$ cat src/rtl/fft_pkg.sv
// Shared definitions for the 32-point radix-2 SDF FFT pipeline: sizes,
// complex sample type, read-FSM states and the bit-reversal helper.
package fft_pkg;

  localparam int N      = 32;
  localparam int LOG2N  = 5;
  localparam int DATA_W = 16;

  typedef struct packed {
    logic [DATA_W-1:0] re;
    logic [DATA_W-1:0] im;
  } cplx_t;

  typedef enum logic [0:0] {
    RD_IDLE = 1'b0,
    RD_READ = 1'b1
  } rd_state_e;

  function automatic logic [LOG2N-1:0] bitrev(input logic [LOG2N-1:0] a);
    logic [LOG2N-1:0] r;
    r = {LOG2N{1'b0}};
    for (int b = 0; b < LOG2N; b++) begin
      r[b] = a[LOG2N-1-b];
    end
    return r;
  endfunction

endpackage

$ cat src/rtl/fft_out_reorder_if.sv
// Valid-only complex sample stream in (bit-reversed) and out (natural order)
// of the FFT output reorder buffer.
interface fft_out_reorder_if
  import fft_pkg::*;
#(
  parameter int LOG2N  = fft_pkg::LOG2N,
  parameter int DATA_W = fft_pkg::DATA_W
) ();

  logic              valid_i;
  logic [DATA_W-1:0] data_in_r;
  logic [DATA_W-1:0] data_in_i;
  logic              valid_o;
  logic              sop_o;
  logic [LOG2N-1:0]  index_o;
  logic [DATA_W-1:0] data_out_r;
  logic [DATA_W-1:0] data_out_i;

  modport slave (
    input  valid_i, data_in_r, data_in_i,
    output valid_o, sop_o, index_o, data_out_r, data_out_i
  );

  modport master (
    output valid_i, data_in_r, data_in_i,
    input  valid_o, sop_o, index_o, data_out_r, data_out_i
  );

endinterface

$ cat src/rtl/fft_pingpong_ram.sv
// Two banks of N complex samples: one synchronous write port and one
// asynchronous read port. Contents are intentionally not reset.
module fft_pingpong_ram
  import fft_pkg::*;
#(
  parameter int N      = fft_pkg::N,
  parameter int LOG2N  = fft_pkg::LOG2N,
  parameter int DATA_W = fft_pkg::DATA_W
) (
  input  logic                clk,
  input  logic                we_i,
  input  logic                wr_bank_i,
  input  logic [LOG2N-1:0]    wr_addr_i,
  input  logic [2*DATA_W-1:0] wr_data_i,
  input  logic                rd_bank_i,
  input  logic [LOG2N-1:0]    rd_addr_i,
  output logic [2*DATA_W-1:0] rd_data_o
);

  logic [2*DATA_W-1:0] mem_q [2][N];

  always_ff @(posedge clk) begin
    if (we_i) begin
      mem_q[wr_bank_i][wr_addr_i] <= wr_data_i;
    end
  end

  assign rd_data_o = mem_q[rd_bank_i][rd_addr_i];

endmodule

$ cat src/rtl/fft_out_reorder.sv
// Output reorder buffer: writes each bit-reversed frame into one ping-pong
// bank and streams the other bank out as a contiguous natural-order burst.
module fft_out_reorder
  import fft_pkg::*;
#(
  parameter int N      = fft_pkg::N,
  parameter int LOG2N  = fft_pkg::LOG2N,
  parameter int DATA_W = fft_pkg::DATA_W
) (
  input  logic              clk,
  input  logic              rst,
  fft_out_reorder_if.slave  bus
);

  localparam logic [LOG2N-1:0] LAST_IDX = LOG2N'(N - 1);
  localparam logic [LOG2N-1:0] ZERO_IDX = {LOG2N{1'b0}};

  logic [LOG2N-1:0]    wr_cnt_q, wr_cnt_d;
  logic                wr_bank_q, wr_bank_d;
  logic [1:0]          full_q, full_d;
  logic [LOG2N-1:0]    rd_cnt_q, rd_cnt_d;
  logic                rd_bank_q, rd_bank_d;
  rd_state_e           state_q, state_d;
  logic                valid_q, valid_d;
  logic                sop_q, sop_d;
  logic [LOG2N-1:0]    index_q, index_d;
  logic [DATA_W-1:0]   re_q, re_d;
  logic [DATA_W-1:0]   im_q, im_d;

  logic [LOG2N-1:0]    wr_addr_s;
  logic [2*DATA_W-1:0] wr_data_s;
  logic [2*DATA_W-1:0] rd_data_s;
  logic                wr_last_s;
  logic                rd_active_s;
  logic                rd_last_s;

  assign wr_addr_s   = bitrev(wr_cnt_q);
  assign wr_data_s   = {bus.data_in_r, bus.data_in_i};
  assign wr_last_s   = bus.valid_i && (wr_cnt_q == LAST_IDX);
  assign rd_active_s = (state_q == RD_READ);
  assign rd_last_s   = rd_active_s && (rd_cnt_q == LAST_IDX);

  fft_pingpong_ram #(
    .N      (N),
    .LOG2N  (LOG2N),
    .DATA_W (DATA_W)
  ) u_ram (
    .clk       (clk),
    .we_i      (bus.valid_i),
    .wr_bank_i (wr_bank_q),
    .wr_addr_i (wr_addr_s),
    .wr_data_i (wr_data_s),
    .rd_bank_i (rd_bank_q),
    .rd_addr_i (rd_cnt_q),
    .rd_data_o (rd_data_s)
  );

  always_comb begin
    wr_cnt_d  = wr_cnt_q;
    wr_bank_d = wr_bank_q;
    if (bus.valid_i) begin
      wr_cnt_d = wr_cnt_q + LOG2N'(1);
    end else begin
      wr_cnt_d = wr_cnt_q;
    end
    if (wr_last_s) begin
      wr_bank_d = ~wr_bank_q;
    end else begin
      wr_bank_d = wr_bank_q;
    end
  end

  // Reader and writer never finish the same bank on the same edge, so set/clear cannot collide.
  always_comb begin
    full_d    = full_q;
    full_d[0] = (full_q[0] & ~(rd_last_s & ~rd_bank_q)) | (wr_last_s & ~wr_bank_q);
    full_d[1] = (full_q[1] & ~(rd_last_s &  rd_bank_q)) | (wr_last_s &  wr_bank_q);
  end

  always_comb begin
    state_d   = state_q;
    rd_cnt_d  = rd_cnt_q;
    rd_bank_d = rd_bank_q;
    case (state_q)
      RD_IDLE: begin
        rd_cnt_d = ZERO_IDX;
        if (full_q[rd_bank_q]) begin
          state_d = RD_READ;
        end else begin
          state_d = RD_IDLE;
        end
      end
      RD_READ: begin
        rd_cnt_d = rd_cnt_q + LOG2N'(1);
        if (rd_last_s) begin
          rd_bank_d = ~rd_bank_q;
          state_d   = full_q[~rd_bank_q] ? RD_READ : RD_IDLE;
        end else begin
          state_d = RD_READ;
        end
      end
      default: begin
        state_d  = RD_IDLE;
        rd_cnt_d = ZERO_IDX;
      end
    endcase
  end

  always_comb begin
    valid_d = 1'b0;
    sop_d   = 1'b0;
    index_d = index_q;
    re_d    = re_q;
    im_d    = im_q;
    if (rd_active_s) begin
      valid_d      = 1'b1;
      sop_d        = (rd_cnt_q == ZERO_IDX);
      index_d      = rd_cnt_q;
      {re_d, im_d} = rd_data_s;
    end else begin
      valid_d = 1'b0;
      sop_d   = 1'b0;
    end
  end

  always_ff @(posedge clk or posedge rst) begin
    if (rst) begin
      wr_cnt_q  <= ZERO_IDX;
      wr_bank_q <= 1'b0;
      full_q    <= 2'b00;
      rd_cnt_q  <= ZERO_IDX;
      rd_bank_q <= 1'b0;
      state_q   <= RD_IDLE;
      valid_q   <= 1'b0;
      sop_q     <= 1'b0;
      index_q   <= ZERO_IDX;
      re_q      <= {DATA_W{1'b0}};
      im_q      <= {DATA_W{1'b0}};
    end else begin
      wr_cnt_q  <= wr_cnt_d;
      wr_bank_q <= wr_bank_d;
      full_q    <= full_d;
      rd_cnt_q  <= rd_cnt_d;
      rd_bank_q <= rd_bank_d;
      state_q   <= state_d;
      valid_q   <= valid_d;
      sop_q     <= sop_d;
      index_q   <= index_d;
      re_q      <= re_d;
      im_q      <= im_d;
    end
  end

  assign bus.valid_o    = valid_q;
  assign bus.sop_o      = sop_q;
  assign bus.index_o    = index_q;
  assign bus.data_out_r = re_q;
  assign bus.data_out_i = im_q;

endmodule

$ cat src/flat_wrapper.sv
// flat-port wrapper written by rule: the top's interface ports become plain ports
module fft_out_reorder_flat import fft_pkg::*;
#(
  parameter int N      = fft_pkg::N,
  parameter int LOG2N  = fft_pkg::LOG2N,
  parameter int DATA_W = fft_pkg::DATA_W
)
  (clk, rst, bus_valid_i, bus_data_in_r, bus_data_in_i, bus_valid_o, bus_sop_o, bus_index_o, bus_data_out_r, bus_data_out_i);
  fft_out_reorder_if #(.LOG2N(LOG2N), .DATA_W(DATA_W)) bus_i ();
  input  logic clk;
  input  logic rst;
  input wire logic [$bits(bus_i.valid_i)-1:0] bus_valid_i;
  input wire logic [$bits(bus_i.data_in_r)-1:0] bus_data_in_r;
  input wire logic [$bits(bus_i.data_in_i)-1:0] bus_data_in_i;
  output wire logic [$bits(bus_i.valid_o)-1:0] bus_valid_o;
  output wire logic [$bits(bus_i.sop_o)-1:0] bus_sop_o;
  output wire logic [$bits(bus_i.index_o)-1:0] bus_index_o;
  output wire logic [$bits(bus_i.data_out_r)-1:0] bus_data_out_r;
  output wire logic [$bits(bus_i.data_out_i)-1:0] bus_data_out_i;
  assign bus_i.valid_i = bus_valid_i;
  assign bus_i.data_in_r = bus_data_in_r;
  assign bus_i.data_in_i = bus_data_in_i;
  assign bus_valid_o = bus_i.valid_o;
  assign bus_sop_o = bus_i.sop_o;
  assign bus_index_o = bus_i.index_o;
  assign bus_data_out_r = bus_i.data_out_r;
  assign bus_data_out_i = bus_i.data_out_i;
  fft_out_reorder #(.N(N), .LOG2N(LOG2N), .DATA_W(DATA_W)) u_core (.clk(clk), .rst(rst), .bus(bus_i));
endmodule
$ cat config.mk
export PLATFORM = sky130hd
export DESIGN_NAME = fft_out_reorder_flat
export DESIGN_NICKNAME = d
export VERILOG_FILES = /design/src/rtl/fft_pkg.sv /design/src/rtl/fft_out_reorder_if.sv /design/src/rtl/fft_pingpong_ram.sv /design/src/rtl/fft_out_reorder.sv /design/src/flat_wrapper.sv
export SDC_FILE = /design/constraint.sdc
export NUM_CORES = 2
export LEC_CHECK = 0
export CAP_MARGIN = 20
export CORE_MARGIN = 2
export CORE_UTILIZATION = 57
export CTS_CLUSTER_SIZE = 20
export DETAILED_ROUTE_END_ITERATION = 10
export DONT_BUFFER_PORTS = 1
export GPL_ROUTABILITY_DRIVEN = 0
export PLACE_DENSITY_LB_ADDON = 0.25
export SYNTH_ARGS = -nofsm -noshare
export SYNTH_HDL_FRONTEND = slang
export SYNTH_HIERARCHICAL = 1
export SYNTH_SLANG_ARGS = --single-unit
$ cat constraint.sdc
create_clock -name clk -period 3 [get_ports clk]
set_input_delay 0.45 -clock clk [delete_from_list [all_inputs] [get_ports clk]]
set_output_delay 0.45 -clock clk [all_outputs]
set_load 0.01 [all_outputs]
==> results.md <==
* CTS HTree Levels at 4
* Outcome: complete, no violations
* Syn_nets at 3508
* Yosys reg bits at 2102
* Clock Tree Root: clkbuf_16
* Pins Over Slew Limit at 0
* Yosys top cell area share at 0.769
* Pwr/cell area at 828 nW/um^2
* Non-Filler Instances at 5841
* CTS tree: done
* Standard-cell rows at 137
* Startpoint type of the worst setup path: register
* Syn avg cell area at 23.1 sq um
* Yosys cell types at 44
* CTS Buf Count at 200
* Req. time, crit path at 3760 ps
* Worst path cell trace: nor2b_1, nand2_1, buf_4, o221ai_1, nor3_1, o22a_1, mux2_2
* DRC Markers at 0
* Initial antenna violation count at 9
* Setup-failing EPs final at 0
* Crit path time final at 2970 ps
* Prevailing post-synth register cell: edfxtp_1
* Clock sinks at 2102
* Port bufs at 0
* Clock Pin Slew Worst Setup and Hold Paths at 60 ps
* Final worst-path cycle share at 0.990
* Max_cap viols at 0
* Post-synth top cells: edfxtp_1 (2048), mux4_2 (498), o22ai_1 (117), nor2_1 (96), mux2_2 (82)
* R2R Setup Slk at 30 ps
* Chip Width at 379 um
* First-pass GRT wire length at 290000 um
* Worst-case clock buffer depth at 3
* Placeable core area at 139000 sq um
* Slew HR at 0.233
* Post-CTS Setup Bufs at 0
* Asr flop ratio synth at 0.0257
* Fraction of layout cells with a size suffix above 1 at 0.310
* Vias in the first global route at 39852
* Maximum VDD drop at 555 uV
* Crit-path slowest cell: dfrtp_2
* Largest stage delay, worst path at 780 ps
* Fmax at 0.337 GHz
* Layout area overhead at 15.9%
* Final Hold Violating Endpoints at 0
* CP Capture Type: register
* Routed len/inst at 34.6 um
* P_leak at 28.8 nW
* DR vias at 39465
* Post-Syn Area at 80000 sq um
* DR iter-0 viols at 5776
* Total track usage at 0.288
* CP Class: register to register
* Die area at 143000 sq um
* Final Core Density at 0.665
* Worst Path Max Fanout at 18
* Max Clock Skew at 31.6 ps
* Number of synthesized flops with an enable pin at 2048
* Clock Latency Late Sink at 830 ps
* Hold Path Class: primary input to register
* Placed cell areas at 84900 sq um
* Final WL at 202000 um
* Cells after synthesis at 3468
* Synth area leader: edfxtp_1
* Largest net degree at the start of global routing at 65
* Yosys warnings at 6
* Slew @ Worst Pin at 1140 ps
* First-pass DRT Iterations at 6
* # IOs at 74
* Fin nets at 3833
* Sequential cell area fraction in the yosys report at 0.786
* Die height at 379 um
* Detailed Place HPWL at 116000 um
* ANT nets after route at 0
* Crit path DAT at 3730 ps
* GR Overflow Total at 0
* Dominant cells by area after synthesis: edfxtp_1 (77%), mux4_2 (14%), dfrtp_1 (1.7%)
* Design area at 92700 sq um
* Placed Instances at 5401
* Vias per Instance at 6.76
* Initial Utilization at 0.574
* Count leader, synth: edfxtp_1
## flip-flops by register name, indices dropped and copies added, names as in the netlist
| register | count |
|---|---|
| u_core/u_ram/mem_q | 2048 |
| u_core/wr_cnt_q | 5 |
| u_core/rd_active_s | 1 |
| u_core/wr_bank_q | 1 |
| u_core/rd_bank_q | 1 |
| u_core/bus.valid_o | 1 |
| u_core/bus.data_out_r | 16 |
| u_core/full_q | 2 |
| u_core/bus.sop_o | 1 |
| u_core/rd_cnt_q | 5 |
| u_core/bus.data_out_i | 16 |
| u_core/bus.index_o | 5 |
## cell type report
type | instances | area (sq um)
flip-flops and latches | 2102 | 62900
fillers | 8511 | 46600
multi-input cells | 1171 | 16500
clock buffers | 260 | 5430
repair buffers | 314 | 4380
well taps | 1876 | 2350
clock inverters | 112 | 1190
inverters | 4 | 15.0
diodes | 2 | 5.00
## routing by layer
layer / global-route usage / share of wire / wire length, um / vias to the layer above
li1: - / - / - / 15537
met1: 0.404 / 0.37 / 73900 / 20979
met2: 0.456 / 0.49 / 98200 / 2563
met3: 0.0568 / 0.11 / 22400 / 378
met4: 0.109 / 0.037 / 7500 / 8
met5: 0 / 0.00016 / 33 / -
## what timing repair did
| item | CTS | global route |
|---|---|---|
| hold endpoints to repair | 2091 | 0 |
| hold buffers | 66 | 0 |
| setup endpoints to repair | 1 | 0 |
| gates resized for setup | 1 | 0 |
## worst max-delay path, delay by kind of cell, from the launching register on
family,cells,cell delay [ps]
and+or+nand+nor,3,1070
buffers and inverters,1,360
AOI/OAI and AO/OA,2,510
DFF,1,780
muxes,1,160
## where the power goes
group,total (mW),switching [mW],internal [mW]
clock network,25.2,10.7,14.5
registers,34.8,1.20,33.6
logic,16.8,9.59,7.17
## cell usage in the layout (no fill, tap or decap), types with 5 or more instances in the layout
cell	instances
edfxtp_1	2048
mux4_2	498
clkbuf_16	205
buf_4	144
o22ai_1	117
buf_12	104
mux2_2	82
nor2_4	64
mux2i_1	55
dfrtp_1	48
clkbuf_1	46
clkinv_2	38
clkinv_1	36
dlygate4sd3_1	34
a211oi_1	34
nor2_1	32
o221ai_1	32
buf_16	32
nand2_1	31
a22oi_1	28
nor2b_1	27
o22a_1	27
nand3_1	22
bufinv_16	20
nand4_1	16
nor4_1	16
nand2b_1	10
clkbuf_8	9
nor3_1	9
o21ai_0	7
nand3b_1	7
o21a_1	7
a31oi_1	7
o211a_1	7
and2_1	6
ha_1	5
## cell families (layout without fill, tap and decap cells)
| family | Yosys count | in the layout | share of synthesized area |
|---|---|---|---|
| xor gates and xnor gates | 6 | 6 | 0.000657 |
| other | 0 | 2 | 0 |
| DFF | 2102 | 2102 | 0.786 |
| adders and majority gates | 5 | 5 | 0.000782 |
| AOI/OAI and AO/OA | 270 | 270 | 0.0243 |
| and+or+nand+nor | 255 | 255 | 0.0157 |
| buffers and inverters | 195 | 690 | 0.0144 |
| muxes | 635 | 635 | 0.159 |
## per-stage QoR
stage	hold slack (ps)	total power [mW]	TNS [ps]	setup WS [ps]
3_3_place_gp	489	51.0	-7.53	-7.53
3_5_place_dp	521	51.3	0	19.2
6_report	267	76.8	0	30.4
4_1_cts	209	77.0	0	15.8
2_1_floorplan	404	44.2	-1130	-4.44
5_1_grt	262	78.9	-0.390	-0.390
## worst paths after layout
| path | depth (start not counted) | end | from |
|---|---|---|---|
| worst min-delay path | 3 | u_core/u_ram/mem_q[1][31] | bus_valid_i |
| worst min register to register | 1 | u_core/full_q[1] | u_core/full_q[1] |
| worst max-delay path | 7 | u_core/bus.data_out_r[8] | u_core/rd_cnt_q[2] |
| min in group asynchronous | 2 | u_core/bus.index_o[1] | rst |
| worst max register to register | 7 | u_core/bus.data_out_r[8] | u_core/rd_cnt_q[2] |
| max in group asynchronous | 3 | u_core/bus.data_out_r[9] | rst |
Power figures use the tool's default switching activity.
